$ cat src/rtl/led_mux_scan_ctrl_pkg.sv
// led_mux_scan_ctrl_pkg: FSM encodings, display constants and sizing helpers
// shared by the 7-segment scan controller and its timer.
package led_mux_scan_ctrl_pkg;
    localparam logic [2:0] ST_IDLE  = 3'd0;
    localparam logic [2:0] ST_FETCH = 3'd1;
    localparam logic [2:0] ST_LOAD  = 3'd2;
    localparam logic [2:0] ST_SHOW  = 3'd3;
    localparam logic [2:0] ST_GAP   = 3'd4;
    localparam logic [7:0] SSEG_OFF = 8'hFF;

    function automatic int f_clog2(input int v);
        int r;
        r = 0;
        while ((1 << r) < v) r = r + 1;
        return r;
    endfunction

    function automatic int f_max(input int a, input int b);
        return (a > b) ? a : b;
    endfunction
endpackage

$ cat src/rtl/led_mux_scan_ctrl_timer.sv
// led_mux_scan_ctrl_timer: loadable down-counter; done is high while the count is 1,
// so a phase loaded with N lasts exactly N cycles.
module led_mux_scan_ctrl_timer #(
    parameter int TW = 16
) (
    input  logic          clk,
    input  logic          reset_n,
    input  logic          i_load,
    input  logic [TW-1:0] i_load_val,
    output logic          o_done
);
    logic [TW-1:0] r_cnt;

    always_ff @(posedge clk or negedge reset_n) begin
        if (!reset_n) r_cnt <= '0;
        else if (i_load) r_cnt <= i_load_val;
        else if (r_cnt != '0) r_cnt <= r_cnt - 1'b1;
    end

    assign o_done = r_cnt == TW'(1);
endmodule

$ cat src/rtl/led_mux_scan_ctrl.sv
// led_mux_scan_ctrl: multiplexed 7-segment scanner driving an external synchronous
// pattern ROM, with per-frame input snapshot and an anode blanking gap between digits.
module led_mux_scan_ctrl
    import led_mux_scan_ctrl_pkg::*;
#(
    parameter int N_DIGITS = 4,
    parameter int SHOW_CYC = 50000,
    parameter int GAP_CYC  = 16
) (
    input  logic                  clk,
    input  logic                  reset_n,
    input  logic [4*N_DIGITS-1:0] hex_in,
    input  logic [N_DIGITS-1:0]   dp_in,
    input  logic [N_DIGITS-1:0]   blank_in,
    output logic [3:0]            rom_addr,
    input  logic [6:0]            rom_data,
    output logic [N_DIGITS-1:0]   an,
    output logic [7:0]            sseg,
    output logic                  frame_tick
);
    localparam int TW = f_clog2(f_max(SHOW_CYC, GAP_CYC) + 1);
    localparam int SW = f_clog2(N_DIGITS);

    logic [2:0]            r_state, w_state_nxt;
    logic [SW-1:0]         r_sel;
    logic [4*N_DIGITS-1:0] r_snap_hex;
    logic [N_DIGITS-1:0]   r_snap_dp, r_snap_blank, r_an;
    logic [7:0]            r_sseg;
    logic                  r_frame_tick;
    logic                  w_gap_en, w_last, w_show_done, w_to_fetch, w_new_frame;
    logic                  w_tmr_load, w_tmr_done;
    logic [TW-1:0]         w_tmr_val;

    assign w_gap_en    = GAP_CYC != 0;
    assign w_last      = r_sel == SW'(N_DIGITS - 1);
    assign w_show_done = r_state == ST_SHOW && w_tmr_done;
    assign w_to_fetch  = r_state == ST_IDLE || (r_state == ST_GAP && w_tmr_done) || (w_show_done && !w_gap_en);
    assign w_new_frame = w_to_fetch && (r_state == ST_IDLE || w_last);
    assign w_tmr_load  = r_state == ST_LOAD || (w_show_done && w_gap_en);
    assign w_tmr_val   = (r_state == ST_LOAD) ? TW'(SHOW_CYC) : TW'(GAP_CYC);

    always_comb begin
        w_state_nxt = r_state;
        case (r_state)
            ST_IDLE:  w_state_nxt = ST_FETCH;
            ST_FETCH: w_state_nxt = ST_LOAD;
            ST_LOAD:  w_state_nxt = ST_SHOW;
            ST_SHOW:  w_state_nxt = w_tmr_done ? (w_gap_en ? ST_GAP : ST_FETCH) : ST_SHOW;
            ST_GAP:   w_state_nxt = w_tmr_done ? ST_FETCH : ST_GAP;
            default:  w_state_nxt = ST_IDLE;
        endcase
    end

    // an and sseg always change on the same edge, so a lit anode never sees a stale pattern
    always_ff @(posedge clk or negedge reset_n) begin
        if (!reset_n) begin
            r_state      <= ST_IDLE;
            r_sel        <= '0;
            r_snap_hex   <= '0;
            r_snap_dp    <= '0;
            r_snap_blank <= '0;
            r_an         <= '1;
            r_sseg       <= SSEG_OFF;
            r_frame_tick <= 1'b0;
        end else begin
            r_state      <= w_state_nxt;
            r_frame_tick <= w_show_done && w_last;
            if (w_to_fetch) r_sel <= w_new_frame ? '0 : r_sel + 1'b1;
            if (w_new_frame) begin
                r_snap_hex   <= hex_in;
                r_snap_dp    <= dp_in;
                r_snap_blank <= blank_in;
            end
            if (r_state == ST_LOAD) begin
                r_sseg <= r_snap_blank[r_sel] ? SSEG_OFF : {~r_snap_dp[r_sel], rom_data};
                r_an   <= r_snap_blank[r_sel] ? '1 : ~(N_DIGITS'(1) << r_sel);
            end else if (w_show_done && w_gap_en) begin
                r_sseg <= SSEG_OFF;
                r_an   <= '1;
            end
        end
    end

    led_mux_scan_ctrl_timer #(.TW(TW)) u_timer (
        .clk        (clk),
        .reset_n    (reset_n),
        .i_load     (w_tmr_load),
        .i_load_val (w_tmr_val),
        .o_done     (w_tmr_done)
    );

    assign rom_addr   = r_snap_hex[4*r_sel +: 4];
    assign an         = r_an;
    assign sseg       = r_sseg;
    assign frame_tick = r_frame_tick;
endmodule

$ cat config.mk
export PLATFORM = sky130hd
export DESIGN_NAME = led_mux_scan_ctrl
export DESIGN_NICKNAME = d
export VERILOG_FILES = /design/src/rtl/led_mux_scan_ctrl_pkg.sv /design/src/rtl/led_mux_scan_ctrl_timer.sv /design/src/rtl/led_mux_scan_ctrl.sv
export SDC_FILE = /design/constraint.sdc
export NUM_CORES = 1
export LEC_CHECK = 0
export CAP_MARGIN = 10
export CELL_PAD_IN_SITES_DETAIL_PLACEMENT = 1
export CELL_PAD_IN_SITES_GLOBAL_PLACEMENT = 1
export CORE_ASPECT_RATIO = 1.4
export CORE_MARGIN = 3
export CORE_UTILIZATION = 42
export DETAILED_ROUTE_END_ITERATION = 6
export GPL_ROUTABILITY_DRIVEN = 0
export HOLD_SLACK_MARGIN = 0.1
export PLACE_DENSITY = 0.88
export SLEW_MARGIN = 20
export SYNTH_ARGS = -nofsm -noshare
export SYNTH_HDL_FRONTEND = slang
export SYNTH_SLANG_ARGS = --single-unit
export TNS_END_PERCENT = 50
$ cat constraint.sdc
create_clock -name clk -period 2.53 [get_ports clk]
set_input_delay 0.506 -clock clk [delete_from_list [all_inputs] [get_ports clk]]
set_output_delay 0.506 -clock clk [all_outputs]
set_load 0.01 [all_outputs]
* After elaboration in Yosys (flattened, before gate mapping)
Index checks and enable logic that the tools add are counted.
** Storage, ports and cells
- Flip-flop bits (word level) :: 58
- Word-level logic and storage cells :: 50
** Operators by class
- Add/sub/neg operators :: 2
- Order comparisons :: 1
- Equality and inequality tests :: 6
- Shift-type cells :: 2
- Muxes and demuxes :: 17
- Bitwise gates (word level) :: 2
- Reduce and logical (&&, ||, !) cells :: 11
** Operator list (number)
- $mux W16 :: 3
- $mux W8 :: 3
- $eq A16 B1 Y1 const B :: 1
- $reduce_bool A16 Y1 :: 1
- $shiftx A16 B5 Y4 :: 1
- $sub A16 B1 Y16 const B :: 1
- $pmux W3 S5 :: 1
- $mux W4 :: 3
- $eq A3 B2 Y1 const B :: 2
- $mux W3 :: 2
- $bmux W1 S2 :: 2
- $logic_and A1 B1 Y1 :: 4
- $not A4 Y4 :: 1
- $reduce_bool A2 Y1 :: 2
- $shl A1 B2 Y4 const A :: 1
- $eq A3 B1 Y1 const B :: 1
- $eq A3 B3 Y1 const B :: 1
- $logic_not A3 Y1 :: 1
- $logic_or A1 B1 Y1 :: 3
- $lt A2 B3 Y1 const B :: 1
- $add A2 B1 Y2 const B :: 1
- $eq A2 B2 Y1 const B :: 1
- $mux W1 :: 2
- $mux W2 :: 1
- $not A1 Y1 :: 1

* Longest topological paths before layout
Gate-level depths: netlist of run 1.
- Word-level depth :: 5
- Gate-level depth with buffers :: 7
- Depth with buffers taken out :: 7

* Modules after synthesis
From an unflattened synthesis of run 1, not the netlist that was laid out.
** Unflattened totals
- Cell total of the unflattened synthesis :: 244
- Area total of the unflattened synthesis :: 2970.3 µm²
** By module, submodules not included
- led_mux_scan_ctrl :: times used 1, cells an instance 124, area each 1870.5 µm², sequential area each 1066.0 µm²
- led_mux_scan_ctrl_timer :: times used 1, cells an instance 120, area each 1099.8 µm², sequential area each 400.4 µm²

* Worst setup path before layout of run 1
No wires, ideal clock.
- Path type :: reg2reg
- From :: register r_sel[0]
- To :: register r_sseg[0], in the netlist sseg[0]
- Data arrival time :: 1.733 ns
- Data required time :: 2.450 ns
- Path slack :: 0.717 ns
- Cell stages (with the launch flop) :: 6
- Buffers on the path :: 2
- Period minus slack after synthesis :: 1.813 ns
- Cells stage by stage :: dfrtp_1 -> buf_2 -> mux4_2 -> or3_1 -> clkbuf_1 -> o22a_1
** Between the ends
- Longest elaborated chain between the ends :: 4
** Ends and longest elaborated chain
- from (decl) :: RTL line led_mux_scan_ctrl.sv:25 : logic [SW-1:0] r_sel;
- from (signal assigned) :: RTL line led_mux_scan_ctrl.sv:68 : if (w_to_fetch) r_sel <= w_new_frame ? '0 : r_sel + 1'b1;
- $bmux W1 S2 :: RTL line led_mux_scan_ctrl.sv:75 : r_sseg <= r_snap_blank[r_sel] ? SSEG_OFF : {~r_snap_dp[r_sel], rom_data};
- $mux W1 (implied by the code) :: RTL line led_mux_scan_ctrl.sv:75
- $mux W8 :: RTL line led_mux_scan_ctrl.sv:75
- $mux W8 :: RTL line led_mux_scan_ctrl.sv:74 : if (r_state == ST_LOAD) begin
- to (signal assigned) :: RTL line led_mux_scan_ctrl.sv:75
- to (decl) :: RTL line led_mux_scan_ctrl.sv:28 : logic [7:0] r_sseg;
No other way between the ends. The select of a mux whose other input is x is not followed.
A chain may end at the register's enable or synchronous reset.

* Worst setup path in the final report of run 1
- From :: register r_sel[0]
- To :: output port rom_addr[3]
** Between the ends
- Longest elaborated chain between the ends :: 1
** Ends and longest elaborated chain
- $shiftx A16 B5 Y4 :: RTL line led_mux_scan_ctrl.sv:92 : assign rom_addr = r_snap_hex[4*r_sel +: 4];
- to (decl) :: RTL line led_mux_scan_ctrl.sv:15 : output logic [3:0] rom_addr,
No other way between the ends.

==> flow_summary.toml, run 1 <==
[timing]
setup_viol = 0
hold_violations = 0
tightest_slew_ps = 727.4
rsz0062_at_grt = "false"
slew_violations = 0
period_minus_slack_ps = 2369
min_period_over_period = 0.9365
timing.hold.ws_ps = 299.9
final.setup_skew_ps = 10.31
tns_ps = 0
worst_slack_ps = 160.6
fmax_mhz = 422.1
relSlewSlack = 0.5151

[worst_setup_path]
critPathBufInv = 1
r2r_cells = 6
required_ps = 2020
crit_type = "register to primary output"
crit_chain = "mux4_2 -> clkdlybuf4s50_1"
slowest_delay_ps = 530
end_kind = "primary output"
worst-path-stages = 2
cp_top_family = "multiplexers"
cp.arrival_ps = 1860
worst_setup_path_start_kind = "register"
slowest_stage = "mux4_2"
cp_max_fo = 6

[finish]
area_growth_pct = 27.36
layout.nets = 321
drive_above_1_share = 0.2544
final_design_area_no_fill_um2 = 3576
antenna_cells = 0

[clock_network]
cts_tree = "yes"
cts_buffers = 9
hold_buffers = 0
cts.reportedPaths.clkPinSlew_ps = 70
insertion_delay_ps = 340
cts_buffer_depth = 2
cts-root-buf = "clkbuf_8"
h-tree-depth = 3
cts.sinks = 58

[floorplanning]
start_util = 0.4430
fp-row-count = 34
die_h_um = 102.7
io_pins = 50
dieWidth_um = 75.10
fp.dieArea_um2 = 7716
core_area_um2 = 6339

[detailed_routing]
vias = 2116
ant_nets = 0
wirelength_um = 7374
drt_iter0_drc = 110
drt_first_pass_iters = 4
drc = 0
wl_per_cell_um = 20.54
vias_per_cell = 5.894

[power_and_ir_drop]
p_per_area_nw_per_um2 = 552.8
p_leak_nw = 1.400
total_power_w = 0.001977
peakVddDrop_uv = 405.1

[grt]
grt_first_pass_wirelength_um = 12240
grt_max_degree = 59
antenna_found_initial = 0
gr-usage-all-layers = 0.2163
grt_overflow_total = 0
grt_pass1_vias = 2475

[logic_synthesis]
synth_top_area_frac = 0.4100
ys_seq_area_frac = 0.5223
synth_edf_count = 0
synthFlopType = "dfrtp_1"
yosys_warnings = 0
syn_avg_cell_area_um2 = 12.48
yosys.area.top_type = "dfrtp_1"
ys_types = 47
ys_seq_elements = 58
syn_area_um2 = 2808
syn-num-nets = 264
async_flop_share = 1.000
synth_area_leaders = "dfrtp_1 41%, dfstp_2 11%, mux2_2 10%, mux4_2 4.8%, nor2_1 3.1%"
synth_cells = 225

[status]
status = "finished clean"

[placement]
dp_hpwl_um = 5420
place_area_um2 = 3377
dp_slack_ps = 390.3
port_buffers = 49

[hold_path]
min_path_type = "input pin to async pin"

[flow_run]
maxCapViolations = 0
-- layout make-up --
cell class,instances,area [um^2]
fillers,638,2763
inverters,4,15.01
clock buffers,14,162.7
clock inverters,2,35.03
multi-input cells,154,1262
well taps,72,90.09
flip-flops and latches,58,1468
repair buffers,55,543.0
-- worst paths after layout --
path | from | endpoint | slack, ps
setup / recovery | r_sel[0] | rom_addr[3] | 160
hold / removal | reset_n | u_timer.r_cnt[3] | 300
setup reg to reg | u_timer.r_cnt[6] | r_snap_blank[2] | 400
hold reg to reg | r_snap_hex[11] | r_snap_hex[11] | 500
max in group asynchronous | reset_n | r_sel[0] | 1690
min in group clk | r_snap_hex[11] | r_snap_hex[11] | 500
-- layer usage --
metal | global-route usage | vias to the layer above | wire [um]
met5 | 0 | - | 0
met4 | 0.1110 | 0 | 359
met3 | 0.06146 | 27 | 321
met2 | 0.3852 | 65 | 4067
met1 | 0.2259 | 1083 | 2626
li1 | - | 941 | -
-- cell families after synthesis --
logic type,share of synthesized area
buffers and inverters,0.02807
XOR/XNOR,0.03120
AO/OA/AOI/OAI,0.09047
AND/OR/NAND/NOR,0.1457
flip-flops,0.5223
multiplexers,0.1555
adder cells (fa/ha/maj),0.02674
-- report_power, final --
group / leakage, nW / switching [W] / internal (W)
clock network: 0.101 / 0.000360 / 0.000509
registers: 0.671 / 0.0000166 / 0.000961
logic: 0.628 / 0.0000443 / 0.0000867
total: 1.40 / 0.000421 / 0.00156
-- metrics by stage --
stage                     cells    util
final                       359  0.5642
after global routing        359  0.5642
after CTS                   359  0.5640
after detailed placement    343  0.5328
after global placement      343  0.5328
after floorplan             225       -
-- cells in the final DEF (no fill, tap or decap), drive strengths merged, types with 3 or more instances in the layout --
master and instances:
clkdlybuf4s50 48, dfrtp 46, mux2 25, nor2 23, clkbuf 14, dfstp 12
nor3 8, xnor2 7, o22a 7, nand2 7, buf 7, mux4 6
ha 6, nand3 6, o21ai 5, a2bb2oi 5, nor4 5, inv 4
nand2b 4, nor2b 4, a21oi 4, nand4 3, xor2 3, a22o 3
-- synth_stat cells (5+ instances only) --
cell,number
nand3_1,5
o21ai_0,5
xnor2_1,7
dfrtp_1,46
mux2_2,25
mux4_2,6
a2bb2oi_1,5
nand2_1,6
o22a_1,7
dfstp_2,12
ha_1,6
nor2_1,23
nor3_1,7
-- repair_timing --
action | 4_1_cts | 5_1_grt
setup endpoints to repair | 0 | 3
resized for setup | 0 | 1
buffers inserted | 0 | 0
endpoints found under the hold margin | 0 | 0
-- state kept, by name, summed over array words and instances, names as in the netlist --
name and count:
an 4, r_snap_blank 4, r_snap_hex 16, frame_tick 1
u_timer.r_cnt 16, sseg 8, r_state 3, r_snap_dp 4
r_sel 2
-- worst register-to-register path: cells and delay by family, from the launching register on --
family,cells,cell delay [ps]
and+or+nand+nor,3,730
DFF,1,430
muxes,1,320
AOI/OAI and AO/OA,1,300
buffers and inverters,1,240
(Power assumes the default switching activity.)
==> inputs of run 2 (changes only) <==
--- a/config.mk
+++ b/config.mk
@@ -8,11 +8,11 @@
 export CAP_MARGIN = 10
 export CELL_PAD_IN_SITES_DETAIL_PLACEMENT = 1
 export CELL_PAD_IN_SITES_GLOBAL_PLACEMENT = 1
-export CORE_ASPECT_RATIO = 1.4
-export CORE_MARGIN = 3
+export CORE_ASPECT_RATIO = 2
 export CORE_UTILIZATION = 42
 export DETAILED_ROUTE_END_ITERATION = 6
 export GPL_ROUTABILITY_DRIVEN = 0
+export GPL_TIMING_DRIVEN = 0
 export HOLD_SLACK_MARGIN = 0.1
 export PLACE_DENSITY = 0.88
 export SLEW_MARGIN = 20
==> flow_summary.toml, run 2 (synthesized netlist as in run 1, its figures left out) <==
[timing]
tns_ps = 0
tightest_slew_ps = 653.3
hold_violations = 0
relSlewSlack = 0.5604
slew_violations = 0
timing.hold.ws_ps = 504.0
fmax_mhz = 404.2
rsz0062_at_grt = "false"
final.setup_skew_ps = 6.657
setup_viol = 0
min_period_over_period = 0.9779
period_minus_slack_ps = 2474

[grt]
grt_first_pass_wirelength_um = 13240
grt_pass1_vias = 2552
grt_max_degree = 42
gr-usage-all-layers = 0.2666
grt_overflow_total = 0
antenna_found_initial = 0

[hold_path]
min_path_type = "register to register"

[detailed_routing]
wirelength_um = 8251
ant_nets = 0
wl_per_cell_um = 21.83
vias_per_cell = 5.714
drc = 0
vias = 2160
drt_iter0_drc = 50
drt_first_pass_iters = 4

[power_and_ir_drop]
peakVddDrop_uv = 438.0
p_leak_nw = 1.470
total_power_w = 0.002343
p_per_area_nw_per_um2 = 626.5

[floorplanning]
io_pins = 50
core_area_um2 = 6361
fp.dieArea_um2 = 7036
fp-row-count = 41
start_util = 0.4414
die_h_um = 117.6
dieWidth_um = 59.82

[clock_network]
h-tree-depth = 3
cts.reportedPaths.clkPinSlew_ps = 50
cts_setup_buffers = 0
cts_buffers = 9
cts_buffer_depth = 2
cts-root-buf = "clkbuf_16"
cts.sinks = 58
cts_tree = "yes"
insertion_delay_ps = 340

[worst_setup_path]
slowest_stage = "mux4_2"
crit_chain = "buf_6 -> mux4_2 -> clkdlybuf4s50_1"
cp_max_fo = 8
cp_top_family = "buffers and inverters"
worst_setup_path_start_kind = "register"
required_ps = 2020
end_kind = "primary output"
critPathBufInv = 2
slowest_delay_ps = 520
crit_type = "register to primary output"
cp.arrival_ps = 1970

[finish]
finalCoreUtilization = 0.5879
area_growth_pct = 33.20
antenna_cells = 0
final_common_cell = "clkdlybuf4s50_1"
fin_cells = 378
final_cell_mix = "48 x clkdlybuf4s50_1, 46 x dfrtp_1, 25 x mux2_2"
layout.nets = 326
drive_above_1_share = 0.2500

[placement]
dp_hpwl_um = 5671
port_buffers = 49
place_inst = 361

[status]
status = "finished clean"

[flow_run]
maxCapViolations = 0
-- run 2: final timing paths --
path                                  start                to  slack [ps]  cells past startpoint
setup reg to reg           u_timer.r_cnt[5]  u_timer.r_cnt[1]         340                      6
setup / recovery                   r_sel[0]       rom_addr[3]          60                      3
hold / removal                      sseg[7]           sseg[7]         500                      1
hold reg to reg                     sseg[7]           sseg[7]         500                      1
min in group asynchronous           reset_n     r_snap_hex[5]         600                      2
max in group asynchronous           reset_n             an[2]        1390                      3
-- run 2: metrics by stage --
stage,setup slack [ps],area (um^2)
2_1_floorplan,717.4,2808
3_3_place_gp,-888.2,3406
3_5_place_dp,286.5,3423
4_1_cts,0.7339,3736
5_1_grt,17.16,3740
6_report,55.85,3740
-- run 2: timing repair --
action | CTS | global route
gates cloned | 0 | 0
gates resized for setup | 2 | 1
endpoints found under the hold margin | 9 | 0
endpoints found under the setup margin | 4 | 4
hold buffers | 1 | 0
-- run 2: layout make-up --
| class | instances | area (um^2) |
|---|---|---|
| Buffer | 9 | 71.32 |
| Clock buffer | 14 | 264.0 |
| Clock inverter | 2 | 35.03 |
| Fill cell | 672 | 2621 |
| Inverter | 4 | 15.01 |
| Multi-Input combinational cell | 154 | 1262 |
| Sequential cell | 58 | 1466 |
| Tap cell | 86 | 107.6 |
| Timing Repair Buffer | 51 | 518.0 |
-- run 2: routing by layer --
layer | GRT usage | routed length [um] | vias up | part of all wire
li1 | - | - | 947 | -
met1 | 0.2553 | 2614 | 1101 | 0.32
met2 | 0.4833 | 4922 | 85 | 0.60
met3 | 0.06484 | 367 | 27 | 0.044
met4 | 0.1483 | 347 | 0 | 0.042
met5 | 0 | 0 | - | 0
-- run 2: where the power goes --
| part | internal [W] | switching [W] |
|---|---|---|
| combinational | 0.0000907 | 0.0000484 |
| sequential | 0.000963 | 0.0000164 |
| clock | 0.000814 | 0.000411 |
